==> src/rtl/receiver_cntrlr_pkg.sv <==
// Shared constants for the UART receive controller: byte width and FSM state codes.
// The core handshake uses the same input_data / input_valid / input_ready names as the transmit side.
package receiver_cntrlr_pkg;
  localparam int BYTE_W = 8;

  typedef enum logic [2:0] {
    IDLE    = 3'b000,
    COLLECT = 3'b001,
    STALL   = 3'b010
  } rx_state_e;
endpackage

==> src/rtl/rx_timeout_counter.sv <==
// Saturating inter-byte timer; expired holds while the count sits at TIMEOUT_CYCLES.
module rx_timeout_counter #(
  parameter int TIMEOUT_CYCLES = 1000000,
  parameter int CNT_W          = 20
) (
  input  logic clk,
  input  logic rst,
  input  logic clr,
  input  logic en,
  output logic expired
);
  localparam logic [CNT_W-1:0] LIMIT = CNT_W'(TIMEOUT_CYCLES);

  logic [CNT_W-1:0] cnt;

  always_ff @(posedge clk) begin
    if (!rst || clr) cnt <= '0;
    else if (en && cnt != LIMIT) cnt <= cnt + CNT_W'(1);
  end

  // A zero limit disables the timer entirely.
  assign expired = (TIMEOUT_CYCLES != 0) && (cnt == LIMIT);
endmodule

==> src/rtl/receiver_cntrlr.sv <==
// Assembles UART bytes (LSB first) into WORD_BYTES-byte operands for the core,
// with a one-word stall buffer, overrun flag and inter-byte timeout.
module receiver_cntrlr
  import receiver_cntrlr_pkg::*;
#(
  parameter int WORD_BYTES     = 2,
  parameter int TIMEOUT_CYCLES = 1000000,
  parameter int CNT_W          = 20
) (
  input  logic                         clk,
  input  logic                         rst,
  input  logic [BYTE_W-1:0]            RX_data,
  input  logic                         RX_done,
  input  logic                         input_ready,
  output logic [BYTE_W*WORD_BYTES-1:0] input_data,
  output logic                         input_valid,
  output logic                         overrun,
  output logic                         timeout
);
  localparam int WORD_W = BYTE_W * WORD_BYTES;
  localparam int CW     = $clog2(WORD_BYTES) + 1;
  localparam logic [CW-1:0] LAST = CW'(WORD_BYTES - 1);

  rx_state_e         ps;
  logic [CW-1:0]     count;
  logic [WORD_W-1:0] asm_reg;
  logic [WORD_W-1:0] asm_with;
  logic              xfer;
  logic              out_free;
  logic              expired;

  assign xfer     = input_valid && input_ready;
  assign out_free = !input_valid || xfer;

  // Assembly register with the incoming byte dropped into slot `count`.
  always_comb begin
    asm_with = asm_reg;
    for (int k = 0; k < WORD_BYTES; k++)
      if (count == CW'(k)) asm_with[k*BYTE_W +: BYTE_W] = RX_data;
  end

  rx_timeout_counter #(
    .TIMEOUT_CYCLES(TIMEOUT_CYCLES),
    .CNT_W         (CNT_W)
  ) u_tmo (
    .clk    (clk),
    .rst    (rst),
    .clr    ((ps != COLLECT) || RX_done || expired),
    .en     ((ps == COLLECT) && !RX_done),
    .expired(expired)
  );

  always_ff @(posedge clk) begin
    if (!rst) begin
      ps          <= IDLE;
      count       <= '0;
      asm_reg     <= '0;
      input_data  <= '0;
      input_valid <= 1'b0;
      overrun     <= 1'b0;
      timeout     <= 1'b0;
    end else begin
      overrun <= 1'b0;
      timeout <= 1'b0;
      if (xfer) input_valid <= 1'b0;
      case (ps)
        IDLE, COLLECT: begin
          if (RX_done) begin
            if (count == LAST) begin
              count <= '0;
              if (out_free) begin
                input_data  <= asm_with;
                input_valid <= 1'b1;
                ps          <= IDLE;
              end else begin
                asm_reg <= asm_with;
                ps      <= STALL;
              end
            end else begin
              asm_reg <= asm_with;
              count   <= count + CW'(1);
              ps      <= COLLECT;
            end
          end else if (ps == COLLECT && expired) begin
            count   <= '0;
            asm_reg <= '0;
            timeout <= 1'b1;
            ps      <= IDLE;
          end
        end
        STALL: begin
          if (xfer) begin
            input_data  <= asm_reg;
            input_valid <= 1'b1;
            if (RX_done) begin
              // Buffer slot frees on this edge, so the new byte starts the next word.
              asm_reg <= asm_with;
              if (LAST == '0) begin
                ps <= STALL;
              end else begin
                count <= CW'(1);
                ps    <= COLLECT;
              end
            end else begin
              ps <= IDLE;
            end
          end else if (RX_done) begin
            overrun <= 1'b1;
          end
        end
        default: ps <= IDLE;
      endcase
    end
  end
endmodule

==> config.mk <==
export PLATFORM = sky130hd
export DESIGN_NAME = receiver_cntrlr
export DESIGN_NICKNAME = d
export VERILOG_FILES = /design/src/rtl/receiver_cntrlr_pkg.sv /design/src/rtl/rx_timeout_counter.sv /design/src/rtl/receiver_cntrlr.sv
export SDC_FILE = /design/constraint.sdc
export NUM_CORES = 1
export LEC_CHECK = 0
export CAP_MARGIN = 20
export CORE_ASPECT_RATIO = 1.2
export CORE_MARGIN = 2
export CORE_UTILIZATION = 35
export CTS_CLUSTER_DIAMETER = 40
export CTS_CLUSTER_SIZE = 20
export DETAILED_ROUTE_END_ITERATION = 8
export MAX_ROUTING_LAYER = met4
export PLACE_DENSITY = 0.61
export SLEW_MARGIN = 20
export SYNTH_ARGS = -nofsm -noshare
export SYNTH_HDL_FRONTEND = slang
export SYNTH_SLANG_ARGS = --single-unit
==> constraint.sdc <==
create_clock -name clk -period 1.9 [get_ports clk]
set_input_delay 0.285 -clock clk [delete_from_list [all_inputs] [get_ports clk]]
set_output_delay 0.285 -clock clk [all_outputs]
set_load 0.005 [all_outputs]
==> run_results.csv <==
group,metric,value,unit
die,die_x,81.61,µm
global_route,gr-usage-all-layers,0.1594,
yosys,synth-edff-count,0,
die,start_util,0.3647,
die,fp.dieArea,0.007927,mm²
cts,cts_tree,"built",
timing,fmax,0.5559,GHz
worst_setup_path,worst-setup-path-type,"flip-flop to flip-flop",
timing,max_slew.worst_pin.slew,0.5583,ns
yosys,synthTopCellsByArea,"dfxtp_1 (47%), nor2_1 (6.5%), a22o_1 (5.5%)",
power_and_ir_drop,p_seq_frac,0.465,
yosys,syn_avg_cell_area,9.035,µm²
yosys,yosys.area.top_type,"dfxtp_1",
timing,setup_violations,0,
cells_and_area,num_antenna_cells,0,
yosys,synth_common_cells,"dfxtp_1 (59), nor2_1 (44), nand2_1 (28), a22o_1 (16), nand3_1 (16)",
die,rows,33,
timing,min_period_over_period,0.9467,
yosys,synth_seq_cells,59,
route,vias,2093,
yosys,ys.flop_type,"dfxtp_1",
placement,place_hpwl,3.953,mm
global_route,antenna_found_initial,0,
power_and_ir_drop,peakVddDrop,0.4998,mV
route,drt-wirelength-per-cell,13.34,µm
cells_and_area,fin_nets,343,
route,viasPerCell,4.983,
global_route,grt_first_pass_wirelength,9.556,mm
yosys,syn_nets,294,
cts,cts.sinks,59,
yosys,yosysMostFrequentCell,"dfxtp_1",
timing,rsz0062_at_grt,"no",
global_route,grt_pass1_vias,2007,
cts,numCtsBuffers,9,
global_route,overflow,0,
cells_and_area,utilization,0.4746,
power_and_ir_drop,power_density,849.7,mW/mm²
route,drt_iter0_drc,68,
cells_and_area,syn_to_final_growth,30.12,%
yosys,async_reset_ff_frac,0,
cells_and_area,drive_gt1_frac,0.1261,
cts,cts.clk_slew.worst_paths,0.07,ns
yosys,mappedNetlistArea,0.002530,mm²
run_status,status,"complete, no violations",
worst_setup_path,worstSetupStartpointType,"flip-flop",
die,core-area,0.006937,mm²
die,die_h,97.14,µm
timing,relSlewSlack,0.6278,
worst_setup_path,worst-endpoint-required,2.12,ns
route,first_pass_iters,4,
yosys,seq_area_frac_synth,0.4669,
die,ioPinCount,31,
power_and_ir_drop,pwr-share-clk,0.445,
yosys,ys_types,42,
power_and_ir_drop,leakage,1.164,nW
power_and_ir_drop,p_int,0.002171,W
route,routed_wl,5.601,mm
yosys,yosysWarnings,0,
placement,finalWeightedCongestion,0.8206,
cts,cts_setup_buffers,0,
run,drv_cap,0,
worst_setup_path,crit_path_end_kind,"flip-flop",
timing,finalHoldViolCount,0,
hold_path,worstHoldPathType,"flip-flop to flip-flop",
cts,cts-root-buf,"clkbuf_8",
cts,h-tree-depth,3,
yosys,synthCells,280,
yosys,yosysTopAreaCellShare,0.4669,
timing,skew,0.009836,ns
timing,finalSetupTns,0,ns
global_route,grt_max_degree,33,
power_and_ir_drop,combPwrFrac,0.090,
cells_and_area,n_fill_cell,682,
power_and_ir_drop,swShare,0.2237,
worst_setup_path,critPathMaxFanout,8,
cts,clock_path_buffers,2,
route,drc_errors,0,
power_and_ir_drop,p_switching,0.0006257,W
timing,period_needed,1.799,ns
worst_setup_path,worstPathArrival,2.02,ns
route,drtAntennaViolNets,0,
cts,clk_latency,0.33,ns
placement,io_buffer_count,30,
timing,finalMaxSlewViolations,0,
cells_and_area,largest_reg_flops,20,
## worst paths after layout
check	start	slack [ns]	end	cells past startpoint
worst max-delay path	u_tmo.cnt[5]	0.10	asm_reg[15]	5
worst min-delay path	asm_reg[14]	0.48	asm_reg[14]	1
worst max register to register	u_tmo.cnt[5]	0.10	asm_reg[15]	5
worst min register to register	asm_reg[14]	0.48	asm_reg[14]	1
## layer usage
metal  up-vias  routed length [µm]  GRT usage
met5         -                   0          -
met4         0                  76    0.06154
met1       942                2587     0.2013
li1       1102                   -          -
met3         9                 257    0.03532
met2        40                2679     0.2465
## power groups by stage
stage	Combinational, W	Sequential [W]	Clock [W]
after global routing	0.000282	0.00130	0.00133
after global placement	0.000249	0.00133	0
after floorplan	0.000128	0.00133	0
after CTS	0.000251	0.00130	0.00128
final	0.000251	0.00130	0.00125
after detailed placement	0.000250	0.00133	0
## repair_timing
action / 4_1_cts / 5_1_grt
gates resized for setup: 0 / 4
endpoints found under the setup margin: 0 / 26
hold endpoints to repair: 0 / 0
hold buffers: 0 / 0
## area by class of cell
class                      count  area (µm²)  share of cell area
timing repair buffer          49       455.4              0.1384
clock buffer                  10       137.6             0.04181
tap                           87       108.9             0.03307
inverter                       7       26.28            0.007982
clock inverter                 5       77.57             0.02357
sequential                    59        1181              0.3588
multi-input combinational    203        1305              0.3964
## kinds of logic (layout without fill, tap and decap cells)
family | after synthesis | count (layout) | synth area share
AO/OA/AOI/OAI | 50 | 50 | 0.1573
adder cells (fa/ha/maj) | 2 | 2 | 0.009890
buffers and inverters | 18 | 71 | 0.02917
multiplexers | 8 | 8 | 0.03165
flip-flops | 59 | 59 | 0.4669
XOR/XNOR | 17 | 17 | 0.05885
AND/OR/NAND/NOR | 126 | 126 | 0.2463
## cell usage in the layout, fill, tap and decap left out, types with 9 or more instances in the layout
cell / instances
clkdlybuf4s50_1: 30
clkbuf_8: 10
dfxtp_1: 59
xor2_1: 10
nand3_1: 16
a22o_1: 16
a211oi_1: 9
buf_4: 18
nor2_1: 44
nand2_1: 28
## through the flow
step	instances	area (µm²)	total power [W]	hold WS [ns]	worst slack, ns
floorplan	280	2530	0.001454	0.3624	0.1534
global route	420	3292	0.002921	0.4863	0.0007392
CTS	420	3266	0.002829	0.4787	0.07802
global placement	405	3050	0.001576	0.4549	0.02310
finish	420	3292	0.002797	0.4757	0.1013
detailed placement	405	3050	0.001578	0.4568	0.007572
## worst max-delay path, stage by stage (launching register included)
cell     delay, ns
dfxtp_1       0.31
or4_4         0.58
nor2_4        0.13
a41oi_2       0.14
o21a_1        0.32
a22o_1        0.22
Note: power is estimated with default switching activity, not from simulation.
